File: src/rtl/serial_alu_seq.sv
// Bit-serial ALU sequencer: runs two WIDTH-bit operands LSB-first through a
// 1-bit AND/OR/ADD slice, carrying cin between cycles, with valid/ready on both sides.
module serial_alu_seq #(
  parameter int WIDTH = 8
) (
  input  logic             clk,
  input  logic             rst_n,
  input  logic             in_valid,
  output logic             in_ready,
  input  logic [WIDTH-1:0] a,
  input  logic [WIDTH-1:0] b,
  input  logic [2:0]       op,
  output logic             out_valid,
  input  logic             out_ready,
  output logic [WIDTH-1:0] result,
  output logic             carry_out,
  output logic             overflow,
  output logic             zero,
  output logic [1:0]       dbg_state
);
  // Handshake rule: a transfer happens on a rising edge where valid and ready
  // are both high; the source holds its data until then, and out_valid is
  // held high until out_ready is seen.

  localparam int CW = $clog2(WIDTH);

  typedef enum logic [1:0] {S_IDLE = 2'd0, S_RUN = 2'd1, S_DONE = 2'd2} state_t;

  state_t           r_state;
  logic [WIDTH-1:0] r_a, r_b, r_sh, r_result;
  logic [2:0]       r_op;
  logic [CW-1:0]    r_cnt;
  logic             r_c, r_cout, r_ovf, r_zero, r_in_ready, r_out_valid;

  logic             w_sub, w_slt, w_arith, w_ai, w_bi, w_sum, w_cnext, w_bit, w_last;
  logic             w_ovf;
  logic [WIDTH-1:0] w_shift, w_final;

  assign w_slt   = (r_op == 3'b111);
  assign w_sub   = (r_op == 3'b110) || w_slt;
  assign w_arith = (r_op == 3'b010) || w_sub;
  assign w_ai    = r_a[r_cnt];
  assign w_bi    = r_b[r_cnt] ^ w_sub;
  assign w_sum   = w_ai ^ w_bi ^ r_c;
  assign w_cnext = (w_ai & w_bi) | (w_ai & r_c) | (w_bi & r_c);
  assign w_last  = (r_cnt == CW'(WIDTH - 1));
  assign w_ovf   = r_c ^ w_cnext;

  always_comb begin
    w_bit = w_ai & w_bi;
    if (w_arith)           w_bit = w_sum;
    else if (r_op == 3'b001) w_bit = w_ai | w_bi;
  end

  assign w_shift = {w_bit, r_sh[WIDTH-1:1]};
  // SLT reports sign(a-b) corrected for overflow in bit 0 only.
  assign w_final = w_slt ? {{(WIDTH-1){1'b0}}, w_sum ^ w_ovf} : w_shift;

  always_ff @(posedge clk or negedge rst_n) begin
    if (!rst_n) begin
      r_state     <= S_IDLE;
      r_a         <= '0;
      r_b         <= '0;
      r_op        <= '0;
      r_cnt       <= '0;
      r_c         <= 1'b0;
      r_sh        <= '0;
      r_result    <= '0;
      r_cout      <= 1'b0;
      r_ovf       <= 1'b0;
      r_zero      <= 1'b0;
      r_in_ready  <= 1'b1;
      r_out_valid <= 1'b0;
    end else begin
      case (r_state)
        S_IDLE: begin
          if (in_valid) begin
            r_a        <= a;
            r_b        <= b;
            r_op       <= op;
            r_cnt      <= '0;
            r_c        <= (op == 3'b110) || (op == 3'b111);
            r_sh       <= '0;
            r_in_ready <= 1'b0;
            r_state    <= S_RUN;
          end
        end
        S_RUN: begin
          r_sh <= w_shift;
          r_c  <= w_cnext;
          if (w_last) begin
            r_result    <= w_final;
            r_zero      <= (w_final == '0);
            r_cout      <= w_arith && !w_slt && w_cnext;
            r_ovf       <= w_arith && !w_slt && w_ovf;
            r_out_valid <= 1'b1;
            r_state     <= S_DONE;
          end else begin
            r_cnt <= r_cnt + 1'b1;
          end
        end
        S_DONE: begin
          if (out_ready) begin
            r_out_valid <= 1'b0;
            r_in_ready  <= 1'b1;
            r_state     <= S_IDLE;
          end
        end
        default: begin
          r_state     <= S_IDLE;
          r_in_ready  <= 1'b1;
          r_out_valid <= 1'b0;
        end
      endcase
    end
  end

  assign in_ready  = r_in_ready;
  assign out_valid = r_out_valid;
  assign result    = r_result;
  assign carry_out = r_cout;
  assign overflow  = r_ovf;
  assign zero      = r_zero;
  assign dbg_state = r_state;
endmodule

File: config.mk
export PLATFORM = sky130hd
export DESIGN_NAME = serial_alu_seq
export DESIGN_NICKNAME = d
export VERILOG_FILES = /design/src/rtl/serial_alu_seq.sv
export SDC_FILE = /design/constraint.sdc
export NUM_CORES = 1
export LEC_CHECK = 0
export ABC_AREA = 1
export CORE_ASPECT_RATIO = 1.1
export CORE_MARGIN = 4
export CORE_UTILIZATION = 41
export CTS_BUF_LIST = sky130_fd_sc_hd__clkbuf_8 sky130_fd_sc_hd__clkbuf_16
export DETAILED_ROUTE_END_ITERATION = 6
export MAX_ROUTING_LAYER = met4
export PLACE_DENSITY = 0.76
export SLEW_MARGIN = 30
export SYNTH_ARGS = -nofsm -noshare
export SYNTH_HDL_FRONTEND = slang
export SYNTH_SLANG_ARGS = --single-unit
File: constraint.sdc
create_clock -name clk -period 2.4 [get_ports clk]
set_clock_uncertainty 0.15 [all_clocks]
set_input_delay 0.36 -clock clk [delete_from_list [all_inputs] [get_ports clk]]
set_output_delay 0.36 -clock clk [all_outputs]
set_load 0.005 [all_outputs]
=== Yosys cells after proc, flatten, opt, wreduce, memory -nomap -nowiden ===
Cells that the tools add are included.

* Bits in registers: 46
* Bits of input ports: 23

* Add/sub/neg operators: 1
* Magnitude comparators: 1
* Equal/unequal tests: 13
* Muxes and demuxes: 24
* Bitwise gates (word level): 13
* Reduce and logical (&&, ||, !) cells: 17

{| class="wikitable"
|+ Operators by type and width
! cell !! count
|-
| $mux W8 || 2
|-
| $pmux W8 S2 || 1
|-
| $eq A3 B3 Y1 const B || 5
|-
| $reduce_and A3 Y1 || 4
|-
| $mux W1 || 9
|-
| $logic_not A8 Y1 || 1
|-
| $ne A2 B2 Y1 const B || 4
|-
| $bmux W1 S3 || 2
|-
| $mux W2 || 3
|-
| $mux W3 || 2
|-
| $pmux W1 S3 || 2
|-
| $pmux W2 S3 || 1
|-
| $pmux W3 S2 || 1
|-
| $reduce_and A2 Y1 || 3
|-
| $xor A1 B1 Y1 || 5
|-
| $lt A3 B4 Y1 const B || 1
|-
| $add A3 B1 Y3 const B || 1
|-
| $and A1 B1 Y1 || 3
|-
| $eq A3 B1 Y1 const B || 1
|-
| $eq A3 B2 Y1 const B || 1
|-
| $logic_and A1 B1 Y1 || 3
|-
| $logic_or A1 B1 Y1 || 3
|-
| $or A1 B1 Y1 || 3
|-
| $eq A2 B1 Y1 const B || 1
|-
| 6 further kinds || 7
|}

=== Logic depth before layout (Yosys ltp) ===
Gate-level depths: netlist (run 1).

* Depth after elaboration: 10
* Gate-level depth with buffers: 16

=== Worst setup path before layout (run 1) ===
No wires, ideal clock.

* Path kind: flip-flop to flip-flop
* From: register r_cnt[0]
* To: register r_zero, in the netlist zero
* Library setup time: 116 ps
* Arrival time: 1873 ps
* Setup slack: 261 ps
* Stages on the path, launching flop included: 12
* Period minus slack after synthesis: 2139 ps
* Path through: dfrtp_1 > buf_6 > o21ai_0 > o22ai_1 > o21ai_0 > fa_1 > nand3_1 > o21ai_1 > inv_1 > nand3_1 > nand2_1 > nand2_1

* Word-level cells in the longest chain between the ends: 10
* Elaborated cells between the ends (all ways): 21
* Those cells by class: eq/ne (1); mux (7); bitwise (11); reduce/logical (2)

{| class="wikitable"
|+ RTL lines
! what !! RTL line !! source
|-
| start: declaration || 32 || <nowiki>logic [CW-1:0] r_cnt;</nowiki>
|-
| start signal: assignment || 99 || <nowiki>r_cnt <= r_cnt + 1'b1;</nowiki>
|-
| $bmux W1 S3 || 43 || <nowiki>assign w_bi = r_b[r_cnt] ^ w_sub;</nowiki>
|-
| $mux W1 (implied by the code) || 43 ||
|-
| $xor A1 B1 Y1 || 43 ||
|-
| $and A1 B1 Y1 || 45, 50 ||
|-
| $or A1 B1 Y1 (2 in series) || 45 || <nowiki>assign w_cnext = (w_ai & w_bi) | (w_ai & r_c) | (w_bi & r_c);</nowiki>
|-
| $xor A1 B1 Y1 || 47 || <nowiki>assign w_ovf = r_c ^ w_cnext;</nowiki>
|-
| $xor A1 B1 Y1 || 57 || <nowiki>assign w_final = w_slt ? {{(WIDTH-1){1'b0}}, w_sum ^ w_ovf} : w_shift;</nowiki>
|-
| $mux W8 || 57 ||
|-
| $logic_not A8 Y1 || 93 || <nowiki>r_zero <= (w_final == '0);</nowiki>
|-
| end signal: assignment || 93 ||
|-
| end: declaration || 33 || <nowiki>logic r_c, r_cout, r_ovf, r_zero, r_in_ready, r_out_valid;</nowiki>
|}

Several ways; a longest one is shown, not always the timed one. The select of a mux whose other input is x is not followed.
A chain may end at the register's enable or synchronous reset.

=== Worst setup path after layout (run 1) ===
* From: register r_cnt[0]
* To: register r_result[7], in the netlist result[7]

* Word-level cells in the longest chain between the ends: 7
* Elaborated cells between the ends (all ways): 14
* Those cells by class: eq/ne (1); mux (7); bitwise (5); reduce/logical (1)

{| class="wikitable"
|+ RTL lines
! what !! RTL line !! source
|-
| $bmux W1 S3 || 43 ||
|-
| $mux W1 (implied by the code) || 43 ||
|-
| $xor A1 B1 Y1 || 43 ||
|-
| $and A1 B1 Y1, or another cell as far along || 50 || <nowiki>w_bit = w_ai & w_bi;</nowiki>
|-
| $mux W1 / $xor A1 B1 Y1 (equally long branches) || 52, 44 ||
|-
| $mux W1 || 51 || <nowiki>if (w_arith) w_bit = w_sum;</nowiki>
|-
| $mux W8 || 57 ||
|-
| end signal: assignment || 92 || <nowiki>r_result <= w_final;</nowiki>
|-
| end: declaration || 30 || <nowiki>logic [WIDTH-1:0] r_a, r_b, r_sh, r_result;</nowiki>
|}

Several ways; a longest one is shown, not always the timed one. The select of a mux whose other input is x is not followed.

==> results.ini, run 1 <==
[status]
status=completed

[yosys]
synth_fp_nets=286
syn_inst=257
seq_area_frac_synth=0.5163
netlist_area_um2=2183
synth.area.top_cells=dfrtp_1 (50%), nand2_1 (16%), o21ai_0 (4.4%)
netlist.area_leader.share=0.5043
avgSynthCellArea_um2=8.496
synth_cell_types=28
ys_warn_count=0
yosysTopAreaCell=dfrtp_1
synth_seq_cells=45

[final_layout]
fillers=475
drive_gt1_frac=0.1349
final_common_cell=nand2_1
fin_nets=332
area_delta_synth_final_pct=28.54
antenna_cells=0
final_cell_mix=nand2_1 (91), dfrtp_1 (42), clkdlybuf4s50_1 (36)

[pwr]
p_clk_frac=0.178
p_sw_frac=0.3892
intPower_mw=2.304
p_total_mw=3.772
power_density_nw_per_um2=1344
p_leak_nw=1.383
switchingPower_mw=1.468
irDropWorstVdd_mv=0.7007
power.share.sequential=0.361
comb_power_share=0.461

[drt]
first_pass_iters=4
vias=1773
antenna_left=0
vias_per_cell=4.898
remaining_drc_errors=0
wl_um=4404
drt-initial-drc-count=87
avgRoutedWirePerCell_um=12.17

[setup_path]
worstPathRequired_ns=2.44
end_kind=register
cpPeakStageDelay_ns=0.47
r2r_start=r_cnt[0]
path_common_cell=nand3_1
r2r-end=result[7]
cp_max_fo=6
reg2reg_depth=13
start_kind=register
worstPathArrival_ns=2.32
crit_path_top_delay_cell=fa_1
path_cells=buf_6, nor2_2, nor2_1, o21ai_1, nand3_1, nand3_1, nand2_2, fa_1, nand3_1, o21ai_1, inv_1, nand4_1, nand2_1
r2r_slack_ns=0.12
critPathKind=register to register

[sta]
maxSlewViolCount=0
tightestPinTransition_ns=0.5414
finalHoldViolCount=0
setup_viol=0
finalCritPeriodShare=0.9495
timing.hold.ws_ns=0.3266
slew-limit-headroom=0.6391
setup_tns_ns=0
grt_setup_unrepaired=yes
clock.fmax_ghz=0.4388
fin_crit_ns=2.279

[min_path]
min_to=in_ready
hp-class=register to register
min_from=in_ready
holdPathStages=2

[die]
start_util=0.4309
rows=27
die_area_um2=6558
io_pins=38
core_um2=5067
die_width_um=77.58
fp.dieH_um=84.54

[place]
gp_congestion=0.8379
port_buffers=37
dp_hpwl_um=3215

[global_route]
grt_pass1_vias=1694
antenna_found_initial=0
grt.busiest_layer=met2
use_met1=0.1732
grt_max_degree=25
grt_use_total=0.1490
overflow=0
grt_pass1_wl_um=7645
grtUsageMet3=0.03219
use_met2=0.2547

[clocking]
cts_buffer_depth=2
clkTransAtPathRegs_ns=0.08
cts_buffers=5
cts.htree.levels=2
cts.sinks=45
clock_latency_ns=0.30
cts_tree=built
root_buffer=clkbuf_8

[flow_run]
maxCapViolations=0

## registers in the layout, summed over array words and instances (netlist names), 2 cells and up
signal,count
r_cnt,3
r_op,3
dbg_state,2
r_b,8
r_sh,7
result,8
r_a,8
## metal layers
metal	wire length, um	up-vias
met3	220	9
met2	2246	47
met5	0	-
met1	1865	811
li1	-	906
met4	70	0
## worst max path at each step
stage / from / endpoint / slack (ns) / cells past startpoint
2_1_floorplan: r_cnt[0] / zero / 0.26 / 11
3_3_place_gp: r_cnt[0] / zero / 0.14 / 11
3_5_place_dp: r_cnt[0] / result[7] / 0.05 / 14
4_1_cts: r_cnt[0] / zero / 0.01 / 11
5_1_grt: r_cnt[0] / zero / -0.05 / 15
6_report: r_cnt[0] / result[7] / 0.12 / 13
## cell type report
cell class                 count  area, um^2  share of cell area
sequential                    45        1130              0.4026
multi-input combinational    176       900.9              0.3210
timing repair buffer          47       464.2              0.1654
inverter                      28       105.1             0.03745
tap                           58       72.57             0.02586
clock buffer                   5       68.82             0.02452
clock inverter                 3       65.06             0.02318
## per-stage QoR
stage	worst slack, ns	std cells	util	cell area (um^2)
2_1_floorplan	0.2610	257	-	2183
3_3_place_gp	0.1433	349	0.5116	2592
3_5_place_dp	0.04724	349	0.5116	2592
4_1_cts	0.01055	358	0.5400	2736
5_1_grt	-0.05061	362	0.5538	2806
6_report	0.1212	362	0.5538	2806
## timing repair
action | 4_1_cts | 5_1_grt
buffers inserted | 0 | 4
hold buffers | 1 | 0
hold endpoints to repair | 21 | 0
endpoints found under the setup margin | 0 | 5
gates resized for setup | 0 | 10
## cell families (layout without fill, tap and decap cells)
kind of cell / after synthesis / count (layout) / share of synthesized area
xor+xnor: 1 / 1 / 0.004012
buf+inv: 36 / 83 / 0.07851
fa+ha+maj: 6 / 6 / 0.04126
simple gates: 130 / 130 / 0.2556
compound gates: 39 / 39 / 0.1043
flops: 45 / 45 / 0.5163
## power by group through the flow
| stage | clock [mW] | sequential [mW] | combinational [mW] |
|---|---|---|---|
| 6_report | 0.673 | 1.36 | 1.74 |
| 3_3_place_gp | 0 | 1.36 | 1.54 |
| 3_5_place_dp | 0 | 1.38 | 1.58 |
| 4_1_cts | 0.682 | 1.36 | 1.60 |
| 2_1_floorplan | 0 | 1.30 | 1.17 |
| 5_1_grt | 0.712 | 1.41 | 2.01 |
## cells in the mapped netlist, drive strengths merged
cell,instances
a21oi,3
o22ai,6
xor2,1
fa,2
buf,8
inv,28
nand3,16
nand2,95
nand4,2
ha,4
nor2,17
o221ai,1
dfstp,1
o21ai,28
dfrtp,44
o211ai,1
## worst max-delay path: cells and delay by family (launching register included)
family | cells | cell delay (ns)
AO/OA/AOI/OAI | 2 | 0.19
adder cells (fa/ha/maj) | 1 | 0.47
AND/OR/NAND/NOR | 8 | 0.68
flip-flops | 1 | 0.45
buffers and inverters | 2 | 0.23
No activity file was read; power rests on OpenSTA's default activity.
==> run 2, diff against run 1 <==
--- a/config.mk
+++ b/config.mk
@@ -13,6 +13,7 @@
 export DETAILED_ROUTE_END_ITERATION = 6
 export MAX_ROUTING_LAYER = met4
 export PLACE_DENSITY = 0.76
+export SETUP_SLACK_MARGIN = 0.5
 export SLEW_MARGIN = 30
 export SYNTH_ARGS = -nofsm -noshare
 export SYNTH_HDL_FRONTEND = slang
==> results.ini, run 2 (synthesis results as in run 1) <==
[drt]
avgRoutedWirePerCell_um=12.61
first_pass_iters=4
wl_um=4601
vias_per_cell=4.973
antenna_left=0
remaining_drc_errors=0
vias=1815
drt-initial-drc-count=129

[clocking]
clock_latency_ns=0.30
cts.htree.levels=2
root_buffer=clkbuf_8
cts_buffers=5
clkTransAtPathRegs_ns=0.09
cts.sinks=45
cts_tree=built
cts_buffer_depth=2

[die]
start_util=0.4309
die_area_um2=6558
fp.dieH_um=84.54
die_width_um=77.58
core_um2=5067
rows=27
io_pins=38

[pwr]
p_leak_nw=1.386
power_density_nw_per_um2=1363
p_total_mw=3.890
irDropWorstVdd_mv=0.5635

[setup_path]
critPathKind=register to register
worstPathRequired_ns=2.45
r2r_slack_ns=0.09
worstPathArrival_ns=2.36
cp_max_fo=6
end_kind=register
start_kind=register

[place]
gp_congestion=0.8676
port_buffers=37
place_area_um2=2591
dp_hpwl_um=3233

[final_layout]
area_delta_synth_final_pct=30.72
fin_nets=335
final_common_cell=nand2_1
final_cell_mix=nand2_1 (87), dfrtp_1 (42), clkdlybuf4s50_1 (36)
antenna_cells=0
final_util=0.5632
fillers=462
final_area_um2=2854
drive_gt1_frac=0.1857

[sta]
setup_viol=0
finalHoldViolCount=0
setup_tns_ns=0
finalCritPeriodShare=0.9625
slew-limit-headroom=0.7008
maxSlewViolCount=0
tightestPinTransition_ns=0.4488
clock.fmax_ghz=0.4329
fin_crit_ns=2.310
grt_setup_unrepaired=yes

[status]
status=completed

[global_route]
grt_pass1_wl_um=7638
antenna_found_initial=0
grt_max_degree=22
grt_pass1_vias=1787
grt_use_total=0.1491
overflow=0

[flow_run]
maxCapViolations=0

[min_path]
hp-class=register to register

run 2: cell count changes in the layout (fill, tap and decap cells not counted), moves of 2 or more:
cell,delta
o21ai_0,-4
nand2_1,-4
o21ai_1,+3
inv_2,+3
buf_4,+3
inv_1,-3
nor2_4,+2
nand2_2,+4
nor2_1,-2
run 2: worst paths after layout:
check	start	endpoint	cells past startpoint
setup / recovery	r_cnt[0]	zero	15
hold / removal	in_ready	in_ready	2
setup reg to reg	r_cnt[0]	zero	15
hold reg to reg	in_ready	in_ready	2
max in group asynchronous	rst_n	r_cnt[1]	3
min in group asynchronous	rst_n	result[3]	2
run 2: layout make-up:
cell class	count	area (um^2)	area share
Inverter	28	105.1	0.03683
Timing Repair Buffer	50	485.5	0.1701
Sequential cell	45	1130	0.3959
Tap cell	58	72.57	0.02543
Clock inverter	2	37.54	0.01315
Clock buffer	6	82.58	0.02893
Multi-Input combinational cell	176	940.9	0.3297
run 2: critical path: stages, from the launching register on:
cell     delay [ns]
dfrtp_2        0.47
buf_6          0.15
nor2_4         0.08
nor2_1         0.04
o21ai_1        0.10
nand3_2        0.14
nand2_2        0.11
nand2_2        0.05
nand2_2        0.08
fa_1           0.42
nand3_1        0.08
o21ai_1        0.07
inv_1          0.09
nand3_1        0.08
nand2_1        0.06
nand2_1        0.04
run 2: metal layers:
metal  wire, um  global-route usage  vias up
met5          0                   -        -
met3        196             0.03648       13
li1           -                   -      909
met1       1916              0.1624      855
met4         90             0.05987        0
met2       2396              0.2586       38
run 2: stage by stage:
stage	std cells	hold slack (ns)	setup slack, ns
final	365	0.3280	0.08989
after global routing	365	0.3623	-0.05174
after CTS	364	0.3378	0.2011
after detailed placement	348	0.1932	-0.01155
after global placement	348	0.1743	0.1279
after floorplan	257	-0.08559	0.3270
run 2: power breakdown:
part / internal, mW / switching, mW
Clock: 0.338 / 0.260
Combinational: 0.878 / 1.03
Sequential: 1.10 / 0.278
Total: 2.32 / 1.57
run 2: what timing repair did:
action                     4_1_cts  5_1_grt
buffers inserted                 7        1
pin swaps                       12        8
resized for setup               18       12
hold buffers                     1        0
hold endpoints to repair        18        0
setup endpoints to repair        7       15
==> run 3, diff against run 2 <==
--- a/config.mk
+++ b/config.mk
@@ -12,7 +12,7 @@
 export CTS_BUF_LIST = sky130_fd_sc_hd__clkbuf_8 sky130_fd_sc_hd__clkbuf_16
 export DETAILED_ROUTE_END_ITERATION = 6
 export MAX_ROUTING_LAYER = met4
-export PLACE_DENSITY = 0.76
+export PLACE_DENSITY = 0.75
 export SETUP_SLACK_MARGIN = 0.5
 export SLEW_MARGIN = 30
 export SYNTH_ARGS = -nofsm -noshare
==> constraint.sdc (replaced) <==
create_clock -name clk -period 2.25 [get_ports clk]
set_clock_uncertainty 0.15 [all_clocks]
set_input_delay 0.3375 -clock clk [delete_from_list [all_inputs] [get_ports clk]]
set_output_delay 0.3375 -clock clk [all_outputs]
set_load 0.005 [all_outputs]
==> results.ini, run 3 (synthesis results as in run 1) <==
[sta]
finalCritPeriodShare=0.9493
clock.fmax_ghz=0.4682
timing.hold.ws_ns=0.3199
fin_crit_ns=2.136
setup_viol=0
setup_tns_ns=0
tightestPinTransition_ns=0.5590
slew-limit-headroom=0.6273
maxSlewViolCount=0
finalHoldViolCount=0
grt_setup_unrepaired=yes

[setup_path]
worstPathArrival_ns=2.18
worstPathRequired_ns=2.29
critPathKind=register to register
path_common_cell=nand2_1
cpPeakStageDelay_ns=0.53
end_kind=register
r2r_start=r_cnt[0]
r2r-end=result[7]
reg2reg_depth=12
cp_max_fo=8
r2r_slack_ns=0.11
crit_path_top_delay_cell=fa_1
path_cells=inv_2, o21ai_1, nand3_1, nand2_1, nand2_1, nand2_2, fa_1, nand3_1, o21ai_1, inv_1, nand4_1, nand2_1
start_kind=register

[global_route]
grt_pass1_wl_um=7548
overflow=0
grt_use_total=0.1464
grt_pass1_vias=1790
antenna_found_initial=0
grt_max_degree=46

[die]
die_width_um=77.58
die_area_um2=6558
core_um2=5067
rows=27
start_util=0.4309
io_pins=38
fp.dieH_um=84.54

[clocking]
cts_buffer_depth=2
clock_latency_ns=0.29
cts_tree=built
cts_buffers=5
root_buffer=clkbuf_8
clkTransAtPathRegs_ns=0.08
cts.sinks=45
cts.htree.levels=2

[min_path]
holdPathStages=2
hp-class=register to register
min_from=in_ready
min_to=in_ready

[drt]
remaining_drc_errors=0
avgRoutedWirePerCell_um=11.73
antenna_left=0
first_pass_iters=4
wl_um=4295
vias_per_cell=4.738
drt-initial-drc-count=76
vias=1734

[status]
status=completed

[final_layout]
final_common_cell=nand2_1
fillers=495
drive_gt1_frac=0.1688
fin_nets=336
antenna_cells=0
fin_cells=366
final_util=0.5526
area_delta_synth_final_pct=28.25
final_cell_mix=nand2_1 (91), dfrtp_1 (40), clkdlybuf4s50_1 (35)

[pwr]
irDropWorstVdd_mv=0.5359
p_leak_nw=1.378
power_density_nw_per_um2=1377
p_total_mw=3.856

[place]
gp_congestion=0.8563
dp_hpwl_um=3187
port_buffers=37
dpl.cell_count=349

[flow_run]
maxCapViolations=0

==> run 3: how the worst max path moves through the flow <==
stage,slack [ns],endpoint,start,cells after the start
after floorplan,0.18,result[7],r_cnt[0],13
after global placement,0.08,result[7],r_cnt[0],11
after detailed placement,-0.01,zero,r_cnt[1],14
after CTS,0.13,zero,r_cnt[0],14
after global routing,-0.09,zero,r_cnt[0],15
final,0.11,result[7],r_cnt[0],12
==> run 3: timing repair <==
action | CTS | global route
hold buffers | 1 | 0
cloned | 0 | 0
setup endpoints to repair | 17 | 16
pin swaps | 10 | 9
buffers inserted | 3 | 5
hold endpoints to repair | 44 | 0
gates resized for setup | 17 | 7
==> run 3: area by class of cell <==
type / count / area [um^2] / area share
Sequential cell: 45 / 1132 / 0.4044
Multi-Input combinational cell: 176 / 923.4 / 0.3298
Timing Repair Buffer: 51 / 483.0 / 0.1725
Inverter: 28 / 105.1 / 0.03753
Tap cell: 58 / 72.57 / 0.02592
Clock buffer: 5 / 68.82 / 0.02458
Clock inverter: 3 / 15.01 / 0.005362
==> run 3: layer usage <==
| metal | part of all wire | GRT usage |
|---|---|---|
| met1 | 0.43 | 0.1592 |
| met2 | 0.53 | 0.2656 |
| met3 | 0.040 | 0.03326 |
| met4 | 0.0063 | 0.03883 |
| met5 | 0 | - |
==> run 3: worst max-delay path: cells and delay by family (launching register included) <==
kind            cells  cell delay (ns)
compound gates      2             0.15
buf+inv             2             0.20
simple gates        7             0.54
flops               1             0.47
fa+ha+maj           1             0.53
==> run 3: power breakdown <==
part	total, mW	switching [mW]	internal, mW	leakage (nW)
registers	1.45	0.269	1.18	0.565
logic	1.94	1.05	0.889	0.766
clock network	0.470	0.260	0.211	0.0467
==> run 3: stage by stage <==
step | worst slack, ns | cell area [um^2]
6_report | 0.1140 | 2800
4_1_cts | 0.1294 | 2748
2_1_floorplan | 0.1777 | 2192
3_5_place_dp | -0.009736 | 2601
3_3_place_gp | 0.08080 | 2601
5_1_grt | -0.09079 | 2800
